[config.mk]
export PLATFORM = sky130hd
export DESIGN_NAME = write_back_stage
export DESIGN_NICKNAME = d
export VERILOG_FILES = /design/src/rtl/write_back_stage.sv
export SDC_FILE = /design/constraint.sdc
export NUM_CORES = 1
export LEC_CHECK = 0
export BUFFER_PORTS_ARGS = -buffer_cell sky130_fd_sc_hd__buf_2
export CAP_MARGIN = 20
export CORE_MARGIN = 2
export CORE_UTILIZATION = 50
export DETAILED_ROUTE_END_ITERATION = 8
export PLACE_DENSITY_LB_ADDON = 0.15
export SETUP_SLACK_MARGIN = 0.1
export SLEW_MARGIN = 10
export SYNTH_ARGS = -nofsm -noshare
export SYNTH_HDL_FRONTEND = slang
export SYNTH_SLANG_ARGS = --single-unit
[constraint.sdc]
create_clock -name clock -period 2.87 [get_ports clock]
set_clock_uncertainty 0.05 [all_clocks]
set_input_delay 0.287 -clock clock [delete_from_list [all_inputs] [get_ports clock]]
set_output_delay 0.287 -clock clock [all_outputs]
set_load 0.02 [all_outputs]
[src/rtl/write_back_stage.sv]
// Writeback stage: muxes ALU/memory results into a small FIFO and drains it to the register file.
// Optional combinational bypass search over queued writes is enabled by defining WB_BYPASS_EN.
module write_back_stage #(
  parameter int DEPTH = 4,
  parameter int PTR_W = 2
) (
  input  logic             clock,
  input  logic             resetN,
  input  logic             wbValid,
  output logic             wbReady,
  input  logic             regWriteIn,
  input  logic             memToReg,
  input  logic [4:0]       destReg,
  input  logic [31:0]      aluResult,
  input  logic [31:0]      memData,
  input  logic             regFileReady,
  output logic             regWrite,
  output logic [4:0]       writeRegister,
  output logic [31:0]      writeData,
  output logic [PTR_W:0]   wbPending,
  input  logic [4:0]       lookupReg,
  output logic             bypassHit,
  output logic [31:0]      bypassData
);

  localparam int            DATA_W = 32;
  localparam logic [4:0]    XZR    = 5'd31;
  localparam logic [PTR_W:0] FULL  = (PTR_W + 1)'(DEPTH);

  typedef enum logic {IDLE, PRESENT} state_t;

  state_t state, state_next;

  logic [4:0]        mem_reg  [DEPTH];
  logic [DATA_W-1:0] mem_data [DEPTH];

  logic [PTR_W-1:0]  rd_ptr, wr_ptr;
  logic [PTR_W:0]    count;
  logic [4:0]        last_reg;
  logic [DATA_W-1:0] last_data;

  logic              accept, enq, pop;
  logic [DATA_W-1:0] in_data;

  assign wbReady   = (count != FULL);
  assign wbPending = count;
  assign accept    = wbValid && wbReady;
  // Writes to XZR and non-writing instructions complete the handshake without queuing.
  assign enq       = accept && regWriteIn && (destReg != XZR);
  assign pop       = regWrite && regFileReady;
  assign in_data   = memToReg ? memData : aluResult;

  // Queue storage holds data only; validity is tracked by the pointers and count.
  always_ff @(posedge clock) begin
    if (enq) begin
      mem_reg[wr_ptr]  <= destReg;
      mem_data[wr_ptr] <= in_data;
    end
  end

  always_ff @(posedge clock) begin
    if (!resetN) begin
      rd_ptr    <= '0;
      wr_ptr    <= '0;
      count     <= '0;
      last_reg  <= '0;
      last_data <= '0;
    end else begin
      if (enq) begin
        wr_ptr <= wr_ptr + 1'b1;
      end
      if (pop) begin
        rd_ptr    <= rd_ptr + 1'b1;
        last_reg  <= mem_reg[rd_ptr];
        last_data <= mem_data[rd_ptr];
      end
      count <= count + {{PTR_W{1'b0}}, enq} - {{PTR_W{1'b0}}, pop};
    end
  end

  always_ff @(posedge clock) begin
    if (!resetN) begin
      state <= IDLE;
    end else begin
      state <= state_next;
    end
  end

  always_comb begin
    state_next = state;
    case (state)
      IDLE:    if (enq) state_next = PRESENT;
      PRESENT: if (pop && !enq && (count == (PTR_W + 1)'(1))) state_next = IDLE;
      default: state_next = IDLE;
    endcase
  end

  // While idle the port keeps showing the most recently retired write.
  always_comb begin
    regWrite      = 1'b0;
    writeRegister = last_reg;
    writeData     = last_data;
    if (state == PRESENT) begin
      regWrite      = 1'b1;
      writeRegister = mem_reg[rd_ptr];
      writeData     = mem_data[rd_ptr];
    end
  end

`ifdef WB_BYPASS_EN
  // Scan oldest to youngest so the last match found is the youngest one.
  always_comb begin
    bypassHit  = 1'b0;
    bypassData = '0;
    if (lookupReg != XZR) begin
      for (int k = 0; k < DEPTH; k++) begin
        if (((PTR_W + 1)'(k) < count) && (mem_reg[rd_ptr + PTR_W'(k)] == lookupReg)) begin
          bypassHit  = 1'b1;
          bypassData = mem_data[rd_ptr + PTR_W'(k)];
        end
      end
    end
  end
`else
  logic unused_lookup;
  assign unused_lookup = ^lookupReg;
  assign bypassHit     = 1'b0;
  assign bypassData    = '0;
`endif

endmodule

# After elaboration in Yosys (flattened, before gate mapping)
# Memory sizes are Yosys's and may differ from the RTL's. A register that Yosys moved wholly into a read port is not among the register bits.
# Cells that the tools add are included.
[totals] in_bits=80 ff_bits=45 out_inout_bits=75 word_cells=35 mem_count=2 mem_bits_rw=148
[mem_list] memory="mem_data" words=4 width=32 rd=1 rd_clocked_by_memory_dff=1 write_ports=1 line="35" text="logic [DATA_W-1:0] mem_data [DEPTH];"
[mem_list] memory="mem_reg" words=4 width=5 rd=1 rd_clocked_by_memory_dff=1 write_ports=1 line="34" text="logic [4:0] mem_reg [DEPTH];"
[classes] n_bitwise=1 n_reduce_logical=7 mux=12 eq_ne=3 addsub=4
[ops] op="$mux W32" count=2
[ops] op="$mux W2" count=4
[ops] op="$logic_and A1 B1 Y1" count=6
[ops] op="$mux W5" count=1
[ops] op="$ne A5 B5 Y1 const B" count=1
[ops] op="$add A2 B1 Y2 const B" count=2
[ops] op="$mux W1" count=4
[ops] op="$add A3 B1 Y3" count=1
[ops] op="$eq A3 B1 Y1 const B" count=1
[ops] op="$ne A3 B3 Y1 const B" count=1
[ops] op="$sub A3 B1 Y3" count=1
[ops] op="$pmux W1 S2" count=1
[ops] op="$logic_not A1 Y1" count=1
[ops] op="$not A1 Y1" count=1

# Longest topological paths before layout
# Gate-level depths: netlist (run 1).
[logic_depth] depth_word=9 ltp_mapped=11 ltp_nobuf=11

# Least setup slack after synthesis (run 1)
# No wires, ideal clock.
[synth_path] kind="reg2reg" from="register count[2] (netlist: wbPending[2])" to="register count[2] (netlist: wbPending[2])" arrival_ns=2.554 path_stages_with_launch=12 required_time_ns=2.705 setup_time_ns=0.115 n_path_buf=0 period_less_slack_ns=2.719 slack_ns=0.151 path_cell_list="dfxtp_1 or3b_2 o2111a_1 inv_1 ha_1 inv_1 ha_1 inv_1 fa_1 xnor2_1 xnor2_1 and2_1"
[synth_between] elab_chain_cells=6
[synth_rtl] element="from (decl)" line="38" text="logic [PTR_W:0] count;"
[synth_rtl] element="from (signal assigned)" line="77" text="count <= count + {{PTR_W{1'b0}}, enq} - {{PTR_W{1'b0}}, pop};"
[synth_rtl] element="$ne A3 B3 Y1" line="45" text="assign wbReady = (count != FULL);"
[synth_rtl] element="via wbReady" line="10" text="output logic wbReady,"
[synth_rtl] element="$logic_and A1 B1 Y1" line="47" text="assign accept = wbValid && wbReady;"
[synth_rtl] element="$logic_and A1 B1 Y1 (2 in series)" line="49" text="assign enq = accept && regWriteIn && (destReg != XZR);"
[synth_rtl] element="$add A3 B1 Y3" line="77"
[synth_rtl] element="$sub A3 B1 Y3" line="77"
# The timed path passes the listed nets, and every way through them passes these cells.
# A chain may end at the register's enable or synchronous reset.

# Worst setup path after layout (run 1)
[layout_path] from="register count[2] (netlist: wbPending[2])" to="register count[2] (netlist: wbPending[2])"
[layout_between] elab_chain_cells=6
[layout_rtl] element="$ne A3 B3 Y1" line="45"
[layout_rtl] element="$logic_and A1 B1 Y1" line="47"
[layout_rtl] element="$logic_and A1 B1 Y1 (2 in series)" line="49"
[layout_rtl] element="$add A3 B1 Y3 *" line="77"
[layout_rtl] element="$sub A3 B1 Y3 *" line="77"
# Mark *: on every way between the ends. The rest lies on a longest branch, timed or not.

==> flow_metrics.env, run 1 <==
export IMPL_io_pins=155
export IMPL_crit_chain="or3b_2 > o2111a_1 > inv_1 > ha_1 > inv_1 > ha_1 > inv_1 > fa_1 > xnor2_1 > xnor2_1 > and2_1"
export IMPL_synth_xor_area_share_pct=0.424
export IMPL_wire_per_inst_um=19.1
export IMPL_die_h_um=132
export IMPL_die_w_um=132
export IMPL_cts_tree="done"
export IMPL_post_cts_resized=0
export IMPL_synthesis_area_sq_um=8250
export IMPL_first_pass_iters=4
export IMPL_clock_root_buffer="clkbuf_16"
export IMPL_drt_total_wl_um=15000
export IMPL_worstSetupPathType="flip-flop to flip-flop"
export IMPL_routabilityCongestion=0.737
export IMPL_slew_headroom_pct=43.7
export IMPL_drv_slew=0
export IMPL_place_hpwl_um=9190
export IMPL_grt_max_degree=43
export IMPL_status="completed"
export IMPL_cts_sinks=195
export IMPL_ctsHoldBuffers=0
export IMPL_min_path_type="input pin to flip-flop"
export IMPL_grt_ovfl_total=0
export IMPL_finalSetupViolCount=0
export IMPL_avgSynthCellArea_sq_um=18.7
export IMPL_antenna_found_initial=0
export IMPL_slowest_delay_ps=470
export IMPL_drcViolationCount=0
export IMPL_path_clk_slew_ps=60
export IMPL_synth_area_top_cells="edfxtp_1 (54%), dfxtp_1 (11%), mux4_2 (8.2%)"
export IMPL_cp_common_cell="inv_1"
export IMPL_fin_crit_sh_pct=90.6
export IMPL_synth_area_mux_share_pct=21.4
export IMPL_final_nets=648
export IMPL_avgViaCountPerCell=5.28
export IMPL_synth_top_family_by_area="multiplexers"
export IMPL_grt_pass1_wl_um=23500
export IMPL_hold_viol=0
export IMPL_ir_drop_uv=450
export IMPL_fmax_mhz=385
export IMPL_cts_max_level=4
export IMPL_drive_above_1_share_pct=51.7
export IMPL_stdcell_count=789
export IMPL_synth_compound_area_share_pct=4.64
export IMPL_core_sq_um=16000
export IMPL_ys_seq_area_share_pct=65.3
export IMPL_row_count=46
export IMPL_fillers=1276
export IMPL_clk_latency_ps=420
export IMPL_dieArea_sq_um=17500
export IMPL_crit_fanout=8
export IMPL_power_density_nw_per_um2=680
export IMPL_diodes=0
export IMPL_p_leak_nw=3.58
export IMPL_drt_met1_wl_um=6360
export IMPL_grt_pass1_vias=4343
export IMPL_rsz0062_at_grt="false"
export IMPL_worstPathRequired_ps=3140
export IMPL_largest_reg_flops=128
export IMPL_r2r_slack_ps=270
export IMPL_area_growth_pct=15.9
export IMPL_post_place_cells=757
export IMPL_syn_inst=442
export IMPL_clock_path_buffers=2
export IMPL_synth_fa_ha_area_share_pct=1.30
export IMPL_synth_seq_cells=195
export IMPL_cts_made_buffers=17
export IMPL_yosysWarnings=0
export IMPL_grtUsageTotal_pct=17.8
export IMPL_start_util_pct=51.6
export IMPL_startpoint_type="flip-flop"
export IMPL_yosys_area_top_type_share_pct=53.9
export IMPL_tns_ps=0
export IMPL_num_vias=4169
export IMPL_routed_top_layer="met4"
export IMPL_cap_viol_max_count=0
export IMPL_cp_data_arrival_time_ps=2870
export IMPL_postCtsSetupRepairBufs=0
export IMPL_io_buffers=116
export IMPL_drtIter0Drc=191
export IMPL_cp_slowest_cell="or3b_2"
export IMPL_period_minus_slack_ps=2600
export IMPL_yosys_area_top_type="edfxtp_1"
export IMPL_ant_nets=0
export IMPL_ys_types=31
export IMPL_route_met2_wl_um=7850
export IMPL_yosys_area_share_simple_pct=1.56
export IMPL_critPathCaptureType="flip-flop"
export IMPL_dr_wl_met3_um=703
export IMPL_max_slew_worst_pin_slew_ps=845
[power breakdown]
group          switching, mW  total (mW)  internal (mW)  leakage, nW
clock network           1.01        2.33           1.32        0.288
logic                  0.505       0.926          0.420         1.57
registers             0.0534        3.25           3.19         1.73
total                   1.57        6.50           4.93         3.58
[final timing paths]
kind | start | endpoint | cells past startpoint
min reg2reg | last_reg[4] | last_reg[4] | 1
min | destReg[1] | mem_reg[0][1] | 1
max | wbPending[2] | wbPending[2] | 11
max reg2reg | wbPending[2] | wbPending[2] | 11
[cells in the final DEF, fill, tap and decap left out, drive strengths merged, types with 2 or more instances in the layout]
master | synthesis | routed
ha | 7 | 7
clkinv | 0 | 9
xnor2 | 4 | 4
nand2 | 5 | 5
edfxtp | 148 | 148
conb | 1 | 33
dfxtp | 47 | 47
bufinv | 0 | 2
nor2b | 4 | 4
a22o | 37 | 37
mux2 | 69 | 69
buf | 53 | 126
inv | 5 | 7
nand3 | 2 | 2
clkbuf | 6 | 18
mux4 | 37 | 37
and2 | 8 | 8
mux2i | 2 | 2
[worst max-delay path, delay by kind of cell, from the launching register on]
kind | cells | cell delay, ps
fa+ha+maj | 3 | 730
simple gates | 2 | 620
flops | 1 | 390
xor+xnor | 2 | 270
compound gates | 1 | 230
buf+inv | 3 | 220
[area by class of cell]
type	count	area, sq um	share of cell area (%)
Clock buffer	18	439	4.59
Clock inverter	14	155	1.62
Inverter	5	18.8	0.196
Multi-Input combinational cell	215	2560	26.8
Sequential cell	195	5390	56.3
Tap cell	216	270	2.83
Timing Repair Buffer	126	731	7.64
[kinds of logic (layout without fill, tap and decap cells)]
group,count (synthesis),after routing
XOR/XNOR,4,4
adder cells (fa/ha/maj),8,8
AND/OR/NAND/NOR,23,23
multiplexers,108,108
AO/OA/AOI/OAI,39,39
buffers and inverters,64,163
flip-flops,195,195
other,1,33
[layer usage]
| metal | vias up | global-route usage (%) |
|---|---|---|
| met4 | 0 | 4.78 |
| li1 | 1916 | - |
| met3 | 12 | 4.56 |
| met5 | - | 0 |
| met1 | 2125 | 21.7 |
| met2 | 116 | 31.6 |
[synthesized netlist by cell type]
library cell	count
clkbuf_2	1
mux2i_1	2
buf_2	15
mux2_2	39
a22o_2	30
nor2b_1	4
mux4_2	30
o211a_1	1
clkbuf_1	5
edfxtp_1	148
o2111a_1	1
buf_6	1
conb_1	1
mux4_1	7
ha_1	7
a22o_1	7
fa_1	1
dfxtp_1	47
and3_1	1
nand2_1	5
nand4_1	1
buf_4	33
nor2_1	1
inv_1	5
or3b_2	1
xnor2_1	4
buf_1	1
and2_1	8
buf_12	3
mux2_4	30
nand3_1	2
[through the flow]
stage               cell area (sq um)  power (mW)  hold WS (ps)  utilization [%]  setup slack (ps)
finish                           9560        6.50          49.1             59.8               270
global route                     9560        6.76          30.6             59.8               120
CTS                              9560        6.57          29.5             59.8               251
detailed placement               8970        4.25           410             56.1               263
global placement                 8970        4.21           402             56.1               320
floorplan                        8370        4.01           336                -               151
Note: power is estimated with default switching activity, not from simulation.
==> run 2, diff against run 1 <==
==> constraint.sdc (replaced) <==
create_clock -name clock -period 2.2 [get_ports clock]
set_clock_uncertainty 0.05 [all_clocks]
set_input_delay 0.22 -clock clock [delete_from_list [all_inputs] [get_ports clock]]
set_output_delay 0.22 -clock clock [all_outputs]
set_load 0.02 [all_outputs]
==> run 2 against run 1 <==
Net effect: the flow now finishes with violations (negative setup slack); flip-flop and latch count stayed put; cell count is 3.5% higher; combinational power is 60% higher; via count is 0.94% higher; wire length is 2.6% higher; global-route usage is 0.51 points higher; critical path depth is 6 lower; worst hold slack better by 27 ps; sequential share of layout area is 2.7 points lower; register-to-register slack worse by 370 ps; sequential power is 30% higher; design area is 5.2% higher.
==> flow_metrics.env, run 2 (same netlist as run 1, synthesis figures left out) <==
export IMPL_drtIter0Drc=208
export IMPL_fin_util_pct=62.9
export IMPL_diodes=0
export IMPL_violations="negative setup slack"
export IMPL_die_h_um=132
export IMPL_cap_viol_max_count=0
export IMPL_drv_slew=0
export IMPL_reg2reg_depth=11
export IMPL_wire_per_inst_um=18.9
export IMPL_max_slew_worst_pin_slew_ps=554
export IMPL_critPathCaptureType="output port"
export IMPL_ant_nets=0
export IMPL_area_growth_pct=21.9
export IMPL_num_vias=4208
export IMPL_drt_total_wl_um=15400
export IMPL_power_density_nw_per_um2=873
export IMPL_core_sq_um=16000
export IMPL_fin_crit_sh_pct=105
export IMPL_hold_viol=0
export IMPL_finalPower_mw=8.78
export IMPL_rsz0062_at_grt="true"
export IMPL_ff_latch_area_sq_um=5400
export IMPL_cts_max_level=4
export IMPL_clock_root_buffer="clkbuf_16"
export IMPL_drive_above_1_share_pct=56.1
export IMPL_finalSetupViolCount=38
export IMPL_io_pins=155
export IMPL_slew_headroom_pct=63.0
export IMPL_grtUsageTotal_pct=18.3
export IMPL_cts_made_buffers=17
export IMPL_dieArea_sq_um=17500
export IMPL_avgViaCountPerCell=5.15
export IMPL_largest_reg_flops=128
export IMPL_crit_chain="buf_12 > buf_16 > mux4_2 > mux2_4 > buf_6"
export IMPL_startpoint_type="flip-flop"
export IMPL_start_util_pct=51.6
export IMPL_fillers=1180
export IMPL_cp_data_arrival_time_ps=2030
export IMPL_worstPathRequired_ps=1930
export IMPL_grt_max_degree=43
export IMPL_period_minus_slack_ps=2300
export IMPL_clock_path_buffers=2
export IMPL_routabilityCongestion=0.719
export IMPL_antenna_found_initial=0
export IMPL_min_path_type="input pin to flip-flop"
export IMPL_multi_input_area_sq_um=2580
export IMPL_drcViolationCount=0
export IMPL_place_hpwl_um=9500
export IMPL_final_cell_mix="edfxtp_1 (148), buf_2 (85), dfxtp_1 (41), mux2_2 (38), mux4_2 (37)"
export IMPL_grt_pass1_vias=4448
export IMPL_whs_ps=75.8
export IMPL_ir_drop_uv=581
export IMPL_worst_slack_ps=-102
export IMPL_grt_pass1_wl_um=24200
export IMPL_fmax_mhz=434
export IMPL_crit_fanout=6
export IMPL_hold_depth=2
export IMPL_final_nets=676
export IMPL_clk_latency_ps=430
export IMPL_cts_sinks=195
export IMPL_cts_tree="done"
export IMPL_io_buffers=116
export IMPL_p_leak_nw=3.75
export IMPL_worstSetupPathType="flip-flop to output port"
export IMPL_r2r_slack_ps=-100
export IMPL_die_w_um=132
export IMPL_layout_commonest_cell="edfxtp_1"
export IMPL_path_clk_slew_ps=70
export IMPL_dpl_instance_area_sq_um=9040
export IMPL_status="finished, violations left"
export IMPL_stdcell_area_sq_um=10100
export IMPL_grt_ovfl_total=0
export IMPL_cp_slowest_cell="mux4_2"
export IMPL_first_pass_iters=4
export IMPL_slowest_delay_ps=510
export IMPL_row_count=46
-- run 2: cell types whose count changed in the layout (fill, tap and decap cells not counted), moves of 4 or more --
cell and change:
buf_2 -31, buf_4 +18, buf_6 +34, clkinv_4 -4
dlygate4sd3_1 +5, mux4_1 -7, mux4_2 +7
-- run 2: worst max-delay path: cells and delay by family (launching register included) --
kind,cells,cell delay (ps)
multiplexers,2,800
flip-flops,1,400
buffers and inverters,3,400
-- run 2: metal layers --
metal  wire length (um)  GRT usage (%)  vias up
met5                  0              0        -
met4                163           5.73        0
li1                   -              -     1961
met3                678           4.64       14
met1               6630           23.1     2113
met2               7960           31.4      120
-- run 2: report_power, final --
part           switching, mW  leakage [nW]  internal, mW
Sequential            0.0623          1.73          4.17
Clock                   1.34         0.287          1.72
Combinational          0.731          1.73         0.753
Total                   2.14          3.75          6.64
-- run 2: area by class of cell --
cell class / instances / area share (%)
flip-flops and latches: 195 / 53.6
multi-input cells: 215 / 25.6
clock inverters: 14 / 1.52
well taps: 216 / 2.69
clock buffers: 18 / 4.36
repair buffers: 154 / 12.0
inverters: 5 / 0.187
-- run 2: timing repair --
action | in CTS | in global routing
setup endpoints to repair | 38 | 39
hold endpoints to repair | 20 | 0
gates cloned | 3 | 0
setup buffers | 3 | 4
gates resized for setup | 47 | 39
pin swaps | 0 | 5
hold buffers | 5 | 0
-- run 2: final timing paths --
path / end / startpoint
worst max-delay path: writeData[29] / flip-flop
worst min-delay path: state / resetN
worst max register to register: wbPending[2] / wbPending[2]
worst min register to register: last_data[1] / last_data[1]
-- run 2: stage by stage --
stage / cells / worst slack [ps] / setup TNS [ps]
CTS: 813 / -132 / -3410
global placement: 770 / -38.1 / -38.1
global route: 817 / -171 / -4840
finish: 817 / -102 / -2380
detailed placement: 770 / -80.3 / -80.3
floorplan: 474 / -189 / -203
